--- src/rtl/pair_cover_scheduler_if.sv ---
// ---------------------------------------------------------------------------
// pair_cover_scheduler_if
// Bundles the requester-side and result-side signals of the pair coverage
// scheduler.
//   req_valid  [NREQ]        per-requester request
//   req_a      [NREQ*PAIRS]  operand A, requester k owns [k*PAIRS +: PAIRS]
//   req_b      [NREQ*PAIRS]  operand B, same slicing as req_a
//   req_grant  [NREQ]        one-hot grant pulse; operands captured on it
//   resp_valid               one-cycle result strobe
//   resp_id    [IDW]         requester that owns the result
//   resp_cover               1 = every pair covered
//   busy                     engine is scanning or presenting a result
// master: the requester/consumer side.  slave: the scheduler.
// ---------------------------------------------------------------------------
interface pair_cover_scheduler_if #(
   parameter int NREQ  = 4,
   parameter int PAIRS = 16
);
   localparam int IDW = (NREQ > 1) ? $clog2(NREQ) : 1;

   logic [NREQ-1:0]       req_valid;
   logic [NREQ*PAIRS-1:0] req_a;
   logic [NREQ*PAIRS-1:0] req_b;
   logic [NREQ-1:0]       req_grant;
   logic                  resp_valid;
   logic [IDW-1:0]        resp_id;
   logic                  resp_cover;
   logic                  busy;

   modport master (
      output req_valid, req_a, req_b,
      input  req_grant, resp_valid, resp_id, resp_cover, busy
   );

   modport slave (
      input  req_valid, req_a, req_b,
      output req_grant, resp_valid, resp_id, resp_cover, busy
   );
endinterface

--- src/rtl/pair_cover_scheduler.sv ---
// ---------------------------------------------------------------------------
// pair_cover_scheduler
// Shared sequential pair-coverage engine.  A round-robin arbiter picks one of
// NREQ requesters, its PAIRS operand pairs are captured and reduced LANES
// pairs per cycle, and the engine reports whether every pair (a[i] | b[i])
// is set.
//   clk    rising-edge clock
//   rst_n  synchronous active-low reset
//   bus    pair_cover_scheduler_if.slave (request, grant and result signals)
//
// state | meaning
// ------+-----------------------------------------------------------------
// IDLE  | waiting for a request; grant is driven combinationally here only
// SCAN  | reducing LANES pairs per cycle from the captured shift registers
// DONE  | resp_valid strobe with the accumulated result, then back to IDLE
// ---------------------------------------------------------------------------
module pair_cover_scheduler #(
   parameter int NREQ       = 4,
   parameter int PAIRS      = 16,
   parameter int LANES      = 4,
   parameter int EARLY_EXIT = 1
) (
   input logic                   clk,
   input logic                   rst_n,
   pair_cover_scheduler_if.slave bus
);

   localparam int IDW   = (NREQ > 1) ? $clog2(NREQ) : 1;
   localparam int BEATS = PAIRS / LANES;
   localparam int BW    = (BEATS > 1) ? $clog2(BEATS) : 1;

   localparam logic [1:0] ST_IDLE = 2'd0;
   localparam logic [1:0] ST_SCAN = 2'd1;
   localparam logic [1:0] ST_DONE = 2'd2;

   logic [1:0]       state;
   logic [IDW-1:0]   rr_last;
   logic             acc;
   logic [BW-1:0]    beat;
   logic [PAIRS-1:0] sa;
   logic [PAIRS-1:0] sb;
   logic             resp_valid_q;
   logic [IDW-1:0]   resp_id_q;
   logic             resp_cover_q;

   logic             found;
   logic [IDW-1:0]   pick;
   logic [IDW-1:0]   cand;
   logic [NREQ-1:0]  grant;
   logic             lane_and;
   logic             last_beat;

   // Round-robin search starting just above the last winner.
   always_comb begin
      found = 1'b0;
      pick  = '0;
      cand  = '0;
      for (int k = 1; k <= NREQ; k++) begin
         cand = IDW'((int'(rr_last) + k) % NREQ);
         if (!found && bus.req_valid[cand]) begin
            found = 1'b1;
            pick  = cand;
         end
      end
   end

   // Grant is held off while reset is applied so nothing is captured then.
   always_comb begin
      grant = '0;
      if (rst_n && (state == ST_IDLE) && found) begin
         grant[pick] = 1'b1;
      end
   end

   assign lane_and  = &(sa[LANES-1:0] | sb[LANES-1:0]);
   assign last_beat = (beat == BW'(BEATS - 1));

   always_ff @(posedge clk) begin
      if (!rst_n) begin
         state        <= ST_IDLE;
         rr_last      <= IDW'(NREQ - 1);
         acc          <= 1'b1;
         beat         <= '0;
         sa           <= '0;
         sb           <= '0;
         resp_valid_q <= 1'b0;
         resp_id_q    <= '0;
         resp_cover_q <= 1'b0;
      end else begin
         resp_valid_q <= 1'b0;
         case (state)
            ST_IDLE: begin
               if (found) begin
                  sa      <= bus.req_a[int'(pick)*PAIRS +: PAIRS];
                  sb      <= bus.req_b[int'(pick)*PAIRS +: PAIRS];
                  rr_last <= pick;
                  acc     <= 1'b1;
                  beat    <= '0;
                  state   <= ST_SCAN;
               end
            end
            ST_SCAN: begin
               acc  <= acc & lane_and;
               sa   <= sa >> LANES;
               sb   <= sb >> LANES;
               beat <= beat + BW'(1);
               // The result register is loaded on the way into DONE so the
               // strobe lines up with the DONE cycle.
               if (last_beat || ((EARLY_EXIT != 0) && !lane_and)) begin
                  state        <= ST_DONE;
                  resp_valid_q <= 1'b1;
                  resp_cover_q <= acc & lane_and;
                  resp_id_q    <= rr_last;
               end
            end
            ST_DONE: begin
               state <= ST_IDLE;
            end
            default: begin
               state <= ST_IDLE;
            end
         endcase
      end
   end

   assign bus.req_grant  = grant;
   assign bus.resp_valid = resp_valid_q;
   assign bus.resp_id    = resp_id_q;
   assign bus.resp_cover = resp_cover_q;
   assign bus.busy       = (state != ST_IDLE);

endmodule

--- src/flat_wrapper.sv ---
// flat-port wrapper written by rule: the top's interface ports become plain ports
module pair_cover_scheduler_flat 
#(
   parameter int NREQ       = 4,
   parameter int PAIRS      = 16,
   parameter int LANES      = 4,
   parameter int EARLY_EXIT = 1
)
  (clk, rst_n, bus_req_valid, bus_req_a, bus_req_b, bus_req_grant, bus_resp_valid, bus_resp_id, bus_resp_cover, bus_busy);
  pair_cover_scheduler_if #(.NREQ(NREQ), .PAIRS(PAIRS)) bus_i ();
  input logic clk;
  input logic rst_n;
  input wire logic [$bits(bus_i.req_valid)-1:0] bus_req_valid;
  input wire logic [$bits(bus_i.req_a)-1:0] bus_req_a;
  input wire logic [$bits(bus_i.req_b)-1:0] bus_req_b;
  output wire logic [$bits(bus_i.req_grant)-1:0] bus_req_grant;
  output wire logic [$bits(bus_i.resp_valid)-1:0] bus_resp_valid;
  output wire logic [$bits(bus_i.resp_id)-1:0] bus_resp_id;
  output wire logic [$bits(bus_i.resp_cover)-1:0] bus_resp_cover;
  output wire logic [$bits(bus_i.busy)-1:0] bus_busy;
  assign bus_i.req_valid = bus_req_valid;
  assign bus_i.req_a = bus_req_a;
  assign bus_i.req_b = bus_req_b;
  assign bus_req_grant = bus_i.req_grant;
  assign bus_resp_valid = bus_i.resp_valid;
  assign bus_resp_id = bus_i.resp_id;
  assign bus_resp_cover = bus_i.resp_cover;
  assign bus_busy = bus_i.busy;
  pair_cover_scheduler #(.NREQ(NREQ), .PAIRS(PAIRS), .LANES(LANES), .EARLY_EXIT(EARLY_EXIT)) u_core (.clk(clk), .rst_n(rst_n), .bus(bus_i));
endmodule
--- config.mk ---
export PLATFORM = sky130hd
export DESIGN_NAME = pair_cover_scheduler_flat
export DESIGN_NICKNAME = d
export VERILOG_FILES = /design/src/rtl/pair_cover_scheduler_if.sv /design/src/rtl/pair_cover_scheduler.sv /design/src/flat_wrapper.sv
export SDC_FILE = /design/constraint.sdc
export NUM_CORES = 1
export LEC_CHECK = 0
export ABC_AREA = 1
export BUFFER_PORTS_ARGS = -buffer_cell sky130_fd_sc_hd__buf_2
export CAP_MARGIN = 20
export CORE_MARGIN = 3
export CORE_UTILIZATION = 53
export DETAILED_ROUTE_END_ITERATION = 7
export PLACE_DENSITY = 0.87
export REMOVE_ABC_BUFFERS = 1
export SKIP_CTS_REPAIR_TIMING = 1
export SYNTH_ARGS = -nofsm -noshare
export SYNTH_HDL_FRONTEND = slang
export SYNTH_SLANG_ARGS = --single-unit
--- constraint.sdc ---
create_clock -name clk -period 4.7 [get_ports clk]
set_input_delay 0.47 -clock clk [delete_from_list [all_inputs] [get_ports clk]]
set_output_delay 0.47 -clock clk [all_outputs]
set_load 0.05 [all_outputs]
# Word-level counts from Yosys, hierarchy flattened
# Cells that the tools add are included.
[op_classes]
order_cmp = 6
shift = 2
add_sub_neg = 5
n_mux = 31
n_eq_ne = 4
bitwise = 2
n_reduce_logical = 20
[op_table]
columns = ["op", "count"]
rows = [
  ["variable part select 64 x 7 -> 16 bit", 2],
  ["one-hot mux 16 bit (2 select lines)", 2],
  ["2-to-1 mux 16 bit", 2],
  ["< comparator 2 x 3 -> 1 bit, second input constant", 5],
  ["2-to-1 mux 2 bit", 7],
  ["2-to-1 mux 1 bit", 11],
  ["AND reduction 2 bit", 5],
  ["binary-select mux 1 bit (select 2 bit)", 4],
  ["one-hot mux 2 bit (2 select lines)", 2],
  ["adder 2 x 1 -> 2 bit, second input constant", 3],
  ["logical AND 1 bit", 6],
  ["adder 2 bit, second input constant", 2],
  ["zero test 1 bit", 4],
  ["2-to-1 mux 4 bit", 1],
  ["inequality test 2 x 1 -> 1 bit, second input constant", 2],
  ["bitwise OR 4 bit", 1],
  ["AND reduction 4 bit", 1],
  ["nonzero test 2 bit", 2],
  ["demux 1 bit (select 2 bit)", 1],
  ["== test 2 x 1 -> 1 bit, second input constant", 1],
  ["== test 2 bit, second input constant", 1],
  ["greater-or-equal comparator 2 x 1 -> 1 bit, second input constant", 1],
  ["zero test 2 bit", 1],
  ["one-hot mux 1 bit (2 select lines)", 1],
  ["2 further kinds", 2],
]
[word_totals]
word_cells = 79
in_bits = 134
ff_bits = 43

# Longest topological paths before layout
# Gate-level depths: netlist of the first run.
[logic_depth]
depth_word = 18
depth_mapped = 18
depth_no_buf = 15

# Least setup slack after synthesis of the first run
# OpenSTA, ideal clock, no wires.
[synth_timing]
path_type = "register to output"
startpoint = "reg u_core.rr_last[1]"
endpoint = "out bus_req_grant[0]"
arrival_time_ns = 2.476
stages_incl_launch_ff = 15
n_path_buf = 3
setup_slack_ns = 1.754
cell_sequence = "dfxtp_1 -> buf_4 -> inv_2 -> nand2_1 -> nand2_2 -> nand2_1 -> nand2_2 -> nor2_1 -> nor2_1 -> nand2_2 -> nand2_2 -> buf_6 -> buf_6 -> inv_1 -> nor3_1"
[synth_via]
elab_chain_len = 18
[synth_lines]
columns = ["element", "line_no", "source"]
rows = [
  ["start: declaration", "pair_cover_scheduler.sv:37", "logic [IDW-1:0] rr_last;"],
  ["start signal: assignment", "pair_cover_scheduler.sv:81", "rr_last <= IDW'(NREQ - 1);"],
  ["start signal: assignment", "pair_cover_scheduler.sv:96", "rr_last <= pick;"],
  ["adder 2 x 1 -> 2 bit", "pair_cover_scheduler.sv:59", "cand = IDW'((int'(rr_last) + k) % NREQ);"],
  ["binary-select mux 1 bit (select 2 bit)", "pair_cover_scheduler.sv:60", "if (!found && bus.req_valid[cand]) begin"],
  ["2-to-1 mux 1 bit (implied by the code)", "pair_cover_scheduler.sv:60", ""],
  ["2-to-1 mux 1 bit", "pair_cover_scheduler.sv:60", ""],
  ["zero test 1 bit", "pair_cover_scheduler.sv:60", ""],
  ["logical AND 1 bit", "pair_cover_scheduler.sv:60", ""],
  ["2-to-1 mux 1 bit", "pair_cover_scheduler.sv:60", ""],
  ["zero test 1 bit", "pair_cover_scheduler.sv:60", ""],
  ["[2 not listed]", "-", ""],
  ["zero test 1 bit", "pair_cover_scheduler.sv:60", ""],
  ["logical AND 1 bit", "pair_cover_scheduler.sv:60", ""],
  ["2-to-1 mux 2 bit", "pair_cover_scheduler.sv:60", ""],
  ["< comparator 2 x 3 -> 1 bit (implied by the code) or greater-or-equal comparator 2 x 1 -> 1 bit (tied branches)", "pair_cover_scheduler.sv:71", "grant[pick] = 1'b1;"],
  ["logical AND 1 bit (implied by the code)", "pair_cover_scheduler.sv:71", ""],
  ["2-to-1 mux 1 bit (implied by the code)", "pair_cover_scheduler.sv:71", ""],
  ["demux 1 bit (select 2 bit)", "-", ""],
  ["2-to-1 mux 4 bit (*)", "pair_cover_scheduler.sv:70", "if (rst_n && (state == ST_IDLE) && found) begin"],
  ["end: declaration", "flat_wrapper.sv:16", "output wire logic [$bits(bus_i.req_grant)-1:0] bus_req_grant;"],
]
# Every way passes the cells marked *; elsewhere a longest branch is shown, timed or not. The select of a mux whose other input is x is not followed.

# Final worst setup path of the first run
[layout_timing]
startpoint = "reg u_core.rr_last[0]"
endpoint = "out bus_req_grant[0]"
# The elaborated chain is that of the path after synthesis.

==> results of run 1 <==
## worst max-delay path, delay by kind of cell (launching register included)
kind / cells / cell delay [ns]
DFF: 1 / 0.54
and+or+nand+nor: 9 / 1.24
buffers and inverters: 2 / 0.63
## logic make-up after synthesis
logic type | after synthesis | synth area share (%)
AOI/OAI and AO/OA | 19 | 2.866
adders and majority gates | 1 | 0.3675
buffers and inverters | 62 | 10.11
DFF | 43 | 25.28
and+or+nand+nor | 518 | 61.37
## power by group through the flow
stage / Combinational, mW / Sequential (mW) / Clock, mW
final: 2.28 / 0.544 / 0.248
after global routing: 2.65 / 0.557 / 0.271
after CTS: 2.29 / 0.543 / 0.252
after detailed placement: 2.28 / 0.551 / 0
after global placement: 2.21 / 0.547 / 0
after floorplan: 1.72 / 0.578 / 0
## per-layer routing
metal  wire length (microns)  vias to the layer above  track usage, %
li1                        -                     2197               -
met1                    3813                     1715           28.10
met2                    4065                      131           41.21
met3                     589                        9           3.746
met4                      77                        0           5.324
met5                       0                        -               0
## layout make-up
class / instances / share of cell area (%)
multi-input cells: 538 / 53.98
flip-flops and latches: 43 / 21.08
repair buffers: 146 / 18.14
well taps: 75 / 2.298
inverters: 22 / 2.083
clock buffers: 6 / 2.022
clock inverters: 2 / 0.3983
## state kept, by name (all words and copies together) (netlist names)
name and count:
u_core.beat 2, u_core.sb 16, u_core.sa 16, u_core.bus.resp_cover 1
u_core.state 2, u_core.bus.resp_valid 1, u_core.rr_last 2, u_core.acc 1
u_core.bus.resp_id 2
## worst max path at each step
| stage | start | endpoint | slack, ns | cells past startpoint |
|---|---|---|---|---|
| after floorplan | u_core.rr_last[0] | bus_req_grant[1] | 0.20 | 8 |
| final | u_core.rr_last[0] | bus_req_grant[0] | 1.51 | 11 |
| after global placement | bus_req_valid[1] | bus_req_grant[0] | 1.99 | 13 |
| after CTS | u_core.rr_last[0] | bus_req_grant[0] | 1.53 | 11 |
| after detailed placement | u_core.rr_last[0] | bus_req_grant[0] | 1.87 | 11 |
| after global routing | u_core.rr_last[0] | bus_req_grant[2] | 1.30 | 11 |
## layout by cell type, fill, tap and decap left out
cell,count
nand2_1,413
buf_2,142
nand3_1,70
dfxtp_1,43
inv_1,18
nor2_1,14
o21ai_0,11
nand2_2,10
clkbuf_8,6
a21oi_1,5
nor3_1,4
buf_4,4
inv_2,3
nor2_4,2
nor2_2,2
o22ai_1,2
inv_4,1
o21ai_1,1
nand3_2,1
nand3b_1,1
or2_2,1
ha_1,1
clkinvlp_4,1
clkinv_4,1
==> flow_metrics.py, run 1 <==
metrics = {
    "power_and_ir_drop": {
        "swShare_pct": 57.89,
        "p_seq_share_pct": 17.7,
        "internal-power_mw": 1.295,
        "combPwrFrac_pct": 74.2,
        "p_leak_nw": 2.573,
        "p_sw_mw": 1.780,
        "power.total_mw": 3.075,
        "pwr-share-clk_pct": 8.1,
        "ir_drop_mv": 0.8312,
        "p_per_area_mw_per_mm2": 752.9,
    },
    "synth": {
        "syn_inst": 643,
        "yosysMostFrequentCell": "nand2_1",
        "ys_ff_latch": 43,
        "ys.flop_type": "dfxtp_1",
        "netlist.area_leader.share_pct": 45.64,
        "ys_seq_area_share_pct": 25.28,
        "synth_edf_count": 0,
        "synth_area_leader_cell": "nand2_1",
        "avgSynthCellArea_sq_um": 5.295,
        "async_reset_ff_share_pct": 0,
        "synth_common_cells": "nand2_1 (414), nand3_1 (70), dfxtp_1 (43)",
        "synth.distinct_cells": 23,
        "synth_warnings": 0,
        "netlist_area_sq_mm": 0.003405,
        "synth_area_leaders": "nand2_1 (46%), dfxtp_1 (25%), nand3_1 (10%), buf_2 (2.6%), buf_6 (2.3%)",
    },
    "global_routing": {
        "antenna_found_initial": 0,
        "grtUsageTotal_pct": 22.82,
        "grt_max_degree": 65,
        "grt_pass1_wl_microns": 14460,
        "first_global_vias": 3534,
        "grt-ovfl-total": 0,
    },
    "worst_setup_path": {
        "r2r_cells": 15,
        "timing.rr.end": "u_core.sb[7]",
        "r2r_start": "u_core.rr_last[1]",
        "worstSetupStartpointType": "flop",
        "reg2reg_slack_ns": 2.08,
        "critical_path.endpoint_type": "output port",
        "path_cells": "nand2_1 -> nand2_2 -> nand2_1 -> nand2_2 -> nor2_4 -> nand3_1 -> nand3_1 -> nor2_4 -> inv_2 -> nor3_1 -> buf_2",
        "worst-path-max-fanout": 34,
        "critPathKind": "flop to output port",
        "cp.arrival_ns": 2.72,
        "crit_slowest_cell": "dfxtp_1",
        "max_stage_delay_ns": 0.54,
        "critical_path_required_ns": 4.23,
    },
    "clock_tree": {
        "clock-root-buffer": "clkbuf_8",
        "clk_latency_ns": 0.30,
        "cts_sinks": 43,
        "cts.clk_slew.worst_paths_ns": 0.08,
        "cts_buffers": 5,
        "cts_tree": "yes",
        "cts_buffer_depth": 2,
        "htreeDepth": 2,
    },
    "routing": {
        "firstDrtPassIters": 4,
        "num_vias": 4052,
        "drt_iter0_drc": 193,
        "wl_per_cell_microns": 10.27,
        "ant_nets": 0,
        "drt_wl_total_microns": 8546,
        "via_per_inst": 4.870,
        "drc": 0,
    },
    "die": {
        "die_width_microns": 86.15,
        "die_y_microns": 86.15,
        "num_io_pins": 143,
        "core_sq_mm": 0.006061,
        "die-area_sq_mm": 0.007421,
        "start_util_pct": 56.17,
        "row_count": 28,
    },
    "timing": {
        "period_minus_slack_ns": 3.191,
        "hold_slack_ns": 0.4533,
        "timing.final.ws_setup_ns": 1.509,
        "setup_viol": 0,
        "rsz0062_at_grt": "false",
        "tns_ns": 0,
        "worstMarginPinSlew_ns": 0.9899,
        "worst_slew_margin_rel_pct": 33.94,
        "fin_skew_ns": 0.008319,
        "slew_violations": 0,
        "finalHoldViolCount": 0,
        "period_share_pct": 67.88,
        "fmax_mhz": 313.4,
    },
    "final_layout": {
        "stdcell_count": 832,
        "regArea_sq_um": 860.8,
        "multiInputGateArea_sq_mm": 0.002205,
        "nNetsFinal": 891,
        "antenna_cells": 0,
        "utilization_pct": 67.38,
        "area_delta_synth_final_pct": 19.96,
        "drive_gt1_share_pct": 22.99,
        "final_area_sq_mm": 0.004084,
        "final.fill_count": 593,
    },
    "placed_design": {
        "place_area_sq_mm": 0.003985,
        "port_buffers": 142,
        "placed_cells": 824,
        "place_ws_ns": 1.866,
        "place_hpwl_microns": 6261,
        "routabilityCongestion": 0.8350,
    },
    "min_path": {
        "worstHoldStart": "u_core.sb[14]",
        "hp-class": "flop to flop",
        "hold_path_depth": 2,
        "hold_end": "u_core.sb[14]",
    },
    "status": {
        "status": "complete, no violations",
    },
    "flow_run": {
        "drv_cap": 0,
    },
}
No activity file was read; power rests on OpenSTA's default activity.
==> inputs of run 2 (changes only) <==
--- a/config.mk
+++ b/config.mk
@@ -9,9 +9,9 @@
 export BUFFER_PORTS_ARGS = -buffer_cell sky130_fd_sc_hd__buf_2
 export CAP_MARGIN = 20
 export CORE_MARGIN = 3
-export CORE_UTILIZATION = 53
+export CORE_UTILIZATION = 49
 export DETAILED_ROUTE_END_ITERATION = 7
-export PLACE_DENSITY = 0.87
+export PLACE_DENSITY = 0.82
 export REMOVE_ABC_BUFFERS = 1
 export SKIP_CTS_REPAIR_TIMING = 1
 export SYNTH_ARGS = -nofsm -noshare
==> constraint.sdc (replaced) <==
create_clock -name clk -period 3.01 [get_ports clk]
set_input_delay 0.301 -clock clk [delete_from_list [all_inputs] [get_ports clk]]
set_output_delay 0.301 -clock clk [all_outputs]
set_load 0.05 [all_outputs]
==> run 2 against run 1 <==
  * Die area is 7.6% higher
  * Worst setup slack worse by 1.3 ns
  * Total power is 63% higher
==> flow_metrics.py, run 2 (synthesis results as in run 1) <==
metrics = {
    "status": {
        "status": "complete, no violations",
    },
    "timing": {
        "tns_ns": 0,
        "setup_viol": 0,
        "worstMarginPinSlew_ns": 0.9011,
        "finalHoldViolCount": 0,
        "worst_slew_margin_rel_pct": 39.86,
        "slew_violations": 0,
        "fmax_mhz": 354.7,
        "fin_skew_ns": 0.008170,
        "rsz0062_at_grt": "false",
        "period_share_pct": 93.67,
        "period_minus_slack_ns": 2.819,
    },
    "global_routing": {
        "first_global_vias": 3604,
        "grt_max_degree": 65,
        "grtUsageTotal_pct": 21.92,
        "grt_pass1_wl_microns": 14420,
        "antenna_found_initial": 0,
        "grt-ovfl-total": 0,
    },
    "final_layout": {
        "final.fill_count": 657,
        "antenna_cells": 0,
        "regArea_sq_um": 863.3,
        "nNetsFinal": 901,
        "multiInputGateArea_sq_mm": 0.002220,
        "layout_top_registers": "u_core.sa (16), u_core.sb (16)",
        "area_delta_synth_final_pct": 21.98,
        "final_common_cell": "nand2_1",
        "drive_gt1_share_pct": 24.25,
        "final_cell_mix": "nand2_1 (413), buf_2 (141), nand3_1 (70), dfxtp_1 (41), inv_1 (18)",
    },
    "worst_setup_path": {
        "max_stage_delay_ns": 0.37,
        "cp.arrival_ns": 2.52,
        "path_cells": "inv_2 -> nand2_1 -> nand2_1 -> nand2_2 -> nand2_2 -> nor2_1 -> nand2_1 -> nand3_1 -> nor2_4 -> inv_2 -> nor3_1 -> clkbuf_4",
        "critical_path.endpoint_type": "output port",
        "critical_path_required_ns": 2.71,
        "path_delay_family": "simple AND/OR/NAND/NOR gates",
        "critPathKind": "flop to output port",
        "worstSetupStartpointType": "flop",
        "crit_buf_inv": 3,
        "critPathMostFrequentCell": "nand2_1",
        "worst-path-max-fanout": 17,
        "crit_slowest_cell": "dfxtp_2",
    },
    "clock_tree": {
        "cts.clk_slew.worst_paths_ns": 0.08,
        "cts_buffers": 5,
        "htreeDepth": 2,
        "cts_tree": "yes",
        "cts_sinks": 43,
        "cts_buffer_depth": 2,
        "clk_latency_ns": 0.29,
        "clock-root-buffer": "clkbuf_8",
    },
    "die": {
        "die_y_microns": 89.36,
        "start_util_pct": 52.13,
        "die-area_sq_mm": 0.007984,
        "row_count": 29,
        "num_io_pins": 143,
        "die_width_microns": 89.36,
        "core_sq_mm": 0.006531,
    },
    "routing": {
        "drt_wl_total_microns": 9244,
        "drt_iter0_drc": 224,
        "firstDrtPassIters": 5,
        "wl_per_cell_microns": 10.95,
        "num_vias": 4091,
        "drc": 0,
        "ant_nets": 0,
        "via_per_inst": 4.847,
    },
    "power_and_ir_drop": {
        "p_per_area_mw_per_mm2": 1205,
        "p_leak_nw": 2.607,
        "power.total_mw": 5.005,
        "ir_drop_mv": 0.7266,
    },
    "min_path": {
        "hp-class": "input port to flop",
    },
    "flow_run": {
        "drv_cap": 0,
    },
    "placed_design": {
        "place_hpwl_microns": 6471,
        "routabilityCongestion": 0.8123,
        "port_buffers": 142,
    },
}
[run 2: cell type report]
class	instances	area share [%]
well taps	77	2.320
repair buffers	154	19.34
clock buffers	6	1.748
flip-flops and latches	43	20.79
clock inverters	2	0.3013
inverters	22	2.049
multi-input cells	540	53.45
[run 2: worst register-to-register path, stage by stage (launching register included)]
cell and delay [ns]:
dfxtp_2 0.37, inv_2 0.13, nand2_1 0.07, nand2_1 0.11, nand2_2 0.07, nand2_2 0.11
nor2_1 0.08, nand2_1 0.06, nand3_1 0.27, nor2_2 0.75, nand2_1 0.14, nand2_1 0.10
nand2_1 0.05, nand2_1 0.09
[run 2: through the flow]
stage / util (%) / hold WS [ns] / area (sq um) / instances / worst slack, ns
after detailed placement: 61.40 / 0.4415 / 4010 / 829 / 0.02602
after CTS: 62.70 / 0.3723 / 4095 / 837 / -0.2994
after floorplan: - / 0.3851 / 3146 / 603 / -1.319
after global routing: 63.58 / 0.3941 / 4153 / 844 / 0.01418
final: 63.58 / 0.3675 / 4153 / 844 / 0.1905
after global placement: 61.40 / 0.4336 / 4010 / 829 / 0.2378
[run 2: worst paths after layout]
| path | from | endpoint | slack [ns] | depth (start not counted) |
|---|---|---|---|---|
| hold / removal | bus_req_a[34] | u_core.sa[2] | 0.37 | 7 |
| setup reg to reg | u_core.rr_last[1] | u_core.sb[14] | 0.58 | 13 |
| setup / recovery | u_core.rr_last[1] | bus_req_grant[1] | 0.19 | 12 |
| hold reg to reg | u_core.sa[14] | u_core.sa[14] | 0.45 | 2 |
[run 2: per-layer routing]
metal / vias to the layer above / GRT usage [%] / share of wire (%) / wire length (microns)
met2: 146 / 41.86 / 49 / 4492
li1: 2221 / - / - / -
met5: - / 0 / 0 / 0
met4: 0 / 4.871 / 1.2 / 111
met1: 1710 / 25.53 / 44 / 4050
met3: 14 / 3.226 / 6.4 / 590
[run 2: where the power goes]
part | switching, mW | internal (mW) | leakage [nW] | total (mW)
Sequential | 0.0983 | 0.754 | 0.354 | 0.853
Combinational | 2.59 | 1.21 | 2.21 | 3.80
Clock | 0.194 | 0.162 | 0.0412 | 0.356
==> inputs of run 3 (changes only) <==
--- a/config.mk
+++ b/config.mk
@@ -5,13 +5,12 @@
 export SDC_FILE = /design/constraint.sdc
 export NUM_CORES = 1
 export LEC_CHECK = 0
-export ABC_AREA = 1
 export BUFFER_PORTS_ARGS = -buffer_cell sky130_fd_sc_hd__buf_2
 export CAP_MARGIN = 20
 export CORE_MARGIN = 3
-export CORE_UTILIZATION = 49
+export CORE_UTILIZATION = 45
 export DETAILED_ROUTE_END_ITERATION = 7
-export PLACE_DENSITY = 0.82
+export PLACE_DENSITY = 0.81
 export REMOVE_ABC_BUFFERS = 1
 export SKIP_CTS_REPAIR_TIMING = 1
 export SYNTH_ARGS = -nofsm -noshare
==> run 3 against run 2 <==
  * Total power fell by 65%
  * First-iteration DRC count is 43% lower
  * Utilization shrank 1.5 points
  * Critical endpoint is now bus_req_grant[3]
  * Largest cell class unchanged
==> flow_metrics.py, run 3 <==
metrics = {
    "status": {
        "status": "complete, no violations",
    },
    "timing": {
        "hold_slack_ns": 0.3211,
        "slew_violations": 0,
        "fmax_mhz": 409.0,
        "setup_viol": 0,
        "worstMarginPinSlew_ns": 0.5780,
        "period_minus_slack_ns": 2.445,
        "finalHoldViolCount": 0,
        "rsz0062_at_grt": "false",
        "timing.final.ws_setup_ns": 0.5648,
        "period_share_pct": 81.24,
        "fin_skew_ns": 0.004793,
        "worst_slew_margin_rel_pct": 61.11,
    },
    "placed_design": {
        "placed_cells": 476,
        "place_hpwl_microns": 5316,
        "place_ws_ns": 0.7635,
        "routabilityCongestion": 0.7880,
        "port_buffers": 142,
    },
    "synth": {
        "ys_seq_area_share_pct": 32.87,
        "syn_inst": 278,
        "async_reset_ff_share_pct": 0,
        "synth_warnings": 0,
        "synth.distinct_cells": 34,
        "ys_ff_latch": 43,
        "avgSynthCellArea_sq_um": 9.420,
        "yosysMostFrequentCell": "mux2i_1",
        "synth_area_leaders": "dfxtp_1 (33%), mux2i_1 (25%), o221ai_1 (11%), a22o_1 (8.0%), nand2_1 (4.7%)",
        "synth_area_leader_cell": "dfxtp_1",
        "synth_common_cells": "mux2i_1 (66), dfxtp_1 (43), nand2_1 (33)",
        "netlist_area_sq_mm": 0.002619,
        "ys.flop_type": "dfxtp_1",
        "synth_edf_count": 0,
        "netlist.area_leader.share_pct": 32.87,
    },
    "worst_setup_path": {
        "worst-path-max-fanout": 28,
        "timing.rr.end": "u_core.sa[7]",
        "r2r_start": "u_core.rr_last[1]",
        "worstSetupStartpointType": "flop",
        "critPathKind": "flop to output port",
        "cp.arrival_ns": 2.14,
        "setup.worst_path.start": "u_core.rr_last[1]",
        "crit_end": "bus_req_grant[3]",
        "r2r_cells": 5,
        "critical_path_required_ns": 2.71,
        "reg2reg_slack_ns": 0.76,
        "critical_path.endpoint_type": "output port",
    },
    "die": {
        "die_width_microns": 82.29,
        "start_util_pct": 46.98,
        "core_sq_mm": 0.005574,
        "die-area_sq_mm": 0.006771,
        "row_count": 27,
        "die_y_microns": 82.29,
        "num_io_pins": 143,
    },
    "global_routing": {
        "grt_max_degree": 36,
        "antenna_found_initial": 0,
        "grt-ovfl-total": 0,
        "first_global_vias": 2499,
        "grtUsageTotal_pct": 20.85,
        "grt_pass1_wl_microns": 11120,
    },
    "min_path": {
        "hp-class": "input port to flop",
        "hold_path_depth": 3,
    },
    "final_layout": {
        "nNetsFinal": 546,
        "final_common_cell": "buf_2",
        "drive_gt1_share_pct": 40.53,
        "utilization_pct": 62.11,
        "final_cell_mix": "buf_2 (142), mux2i_1 (66), dfxtp_1 (43), nand2_1 (33), o221ai_1 (32)",
        "layout_top_registers": "u_core.sa (16), u_core.sb (16)",
        "area_delta_synth_final_pct": 32.20,
        "antenna_cells": 0,
        "stdcell_count": 484,
    },
    "clock_tree": {
        "clock-root-buffer": "clkbuf_8",
        "htreeDepth": 2,
        "cts_buffer_depth": 2,
        "cts.clk_slew.worst_paths_ns": 0.08,
        "cts_buffers": 5,
        "cts_sinks": 43,
        "clk_latency_ns": 0.28,
        "cts_tree": "yes",
    },
    "power_and_ir_drop": {
        "internal-power_mw": 1.183,
        "p_sw_uw": 565.8,
        "ir_drop_mv": 0.3137,
        "p_leak_nw": 1.774,
        "p_seq_share_pct": 41.6,
        "p_per_area_mw_per_mm2": 505.2,
        "pwr-share-clk_pct": 22.4,
        "swShare_pct": 32.35,
        "combPwrFrac_pct": 35.9,
    },
    "routing": {
        "ant_nets": 0,
        "drt_iter0_drc": 128,
        "via_per_inst": 5.465,
        "num_vias": 2645,
        "drt_wl_total_microns": 6996,
        "drc": 0,
        "wl_per_cell_microns": 14.45,
        "firstDrtPassIters": 4,
    },
    "flow_run": {
        "drv_cap": 0,
    },
}
-- run 3: final cells by class --
class	instances	area, sq um
tap	72	90.09
inverter	2	7.507
fill	515	2112
timing repair buffer	152	798.3
sequential	43	860.8
multi-input combinational	207	1605
clock buffer	8	100.1
-- run 3: critical path: stages (launching register included) --
cell     delay [ns]
dfxtp_1        0.46
mux2i_1        0.27
o221a_4        0.57
buf_4          0.28
nor2_1         0.06
buf_2          0.21
-- run 3: worst min-delay path by stage --
stage | slack (ns) | to | startpoint
2_1_floorplan | 0.37 | u_core.acc | rst_n
6_report | 0.32 | u_core.sa[1] | bus_req_a[49]
3_5_place_dp | 0.47 | u_core.beat[1] | u_core.beat[1]
5_1_grt | 0.32 | u_core.sa[11] | bus_req_a[27]
4_1_cts | 0.32 | u_core.sa[1] | bus_req_a[49]
3_3_place_gp | 0.45 | u_core.acc | u_core.acc
-- run 3: metal layers --
metal / share of wire, % / global-route usage, % / wire length [microns]
met1: 41 / 25.90 / 2854
met2: 49 / 37.10 / 3442
met3: 8.7 / 2.711 / 611
met4: 1.3 / 6.478 / 88
met5: 0 / 0 / 0
-- run 3: cell families (layout without fill, tap and decap cells) --
| group | Yosys count | in the layout | share of synthesized area (%) |
|---|---|---|---|
| AO/OA/AOI/OAI | 71 | 71 | 22.84 |
| adder cells (fa/ha/maj) | 1 | 1 | 0.4777 |
| buffers and inverters | 28 | 162 | 6.259 |
| flip-flops | 43 | 43 | 32.87 |
| multiplexers | 67 | 67 | 25.80 |
| AND/OR/NAND/NOR | 68 | 68 | 11.75 |
-- run 3: power by group through the flow --
stage / clock [mW] / sequential [mW] / combinational, mW
final: 0.392 / 0.728 / 0.628
after global routing: 0.429 / 0.739 / 0.697
after CTS: 0.405 / 0.727 / 0.635
after detailed placement: 0 / 0.741 / 0.633
after global placement: 0 / 0.737 / 0.619
after floorplan: 0 / 0.736 / 0.435
-- run 3: stage by stage --
stage	power (mW)	cell area, sq um	TNS, ns
final	1.749	3462	0
after global routing	1.865	3462	0
after CTS	1.767	3462	0
after detailed placement	1.374	3362	0
after global placement	1.356	3362	0
after floorplan	1.171	2462	-24.08
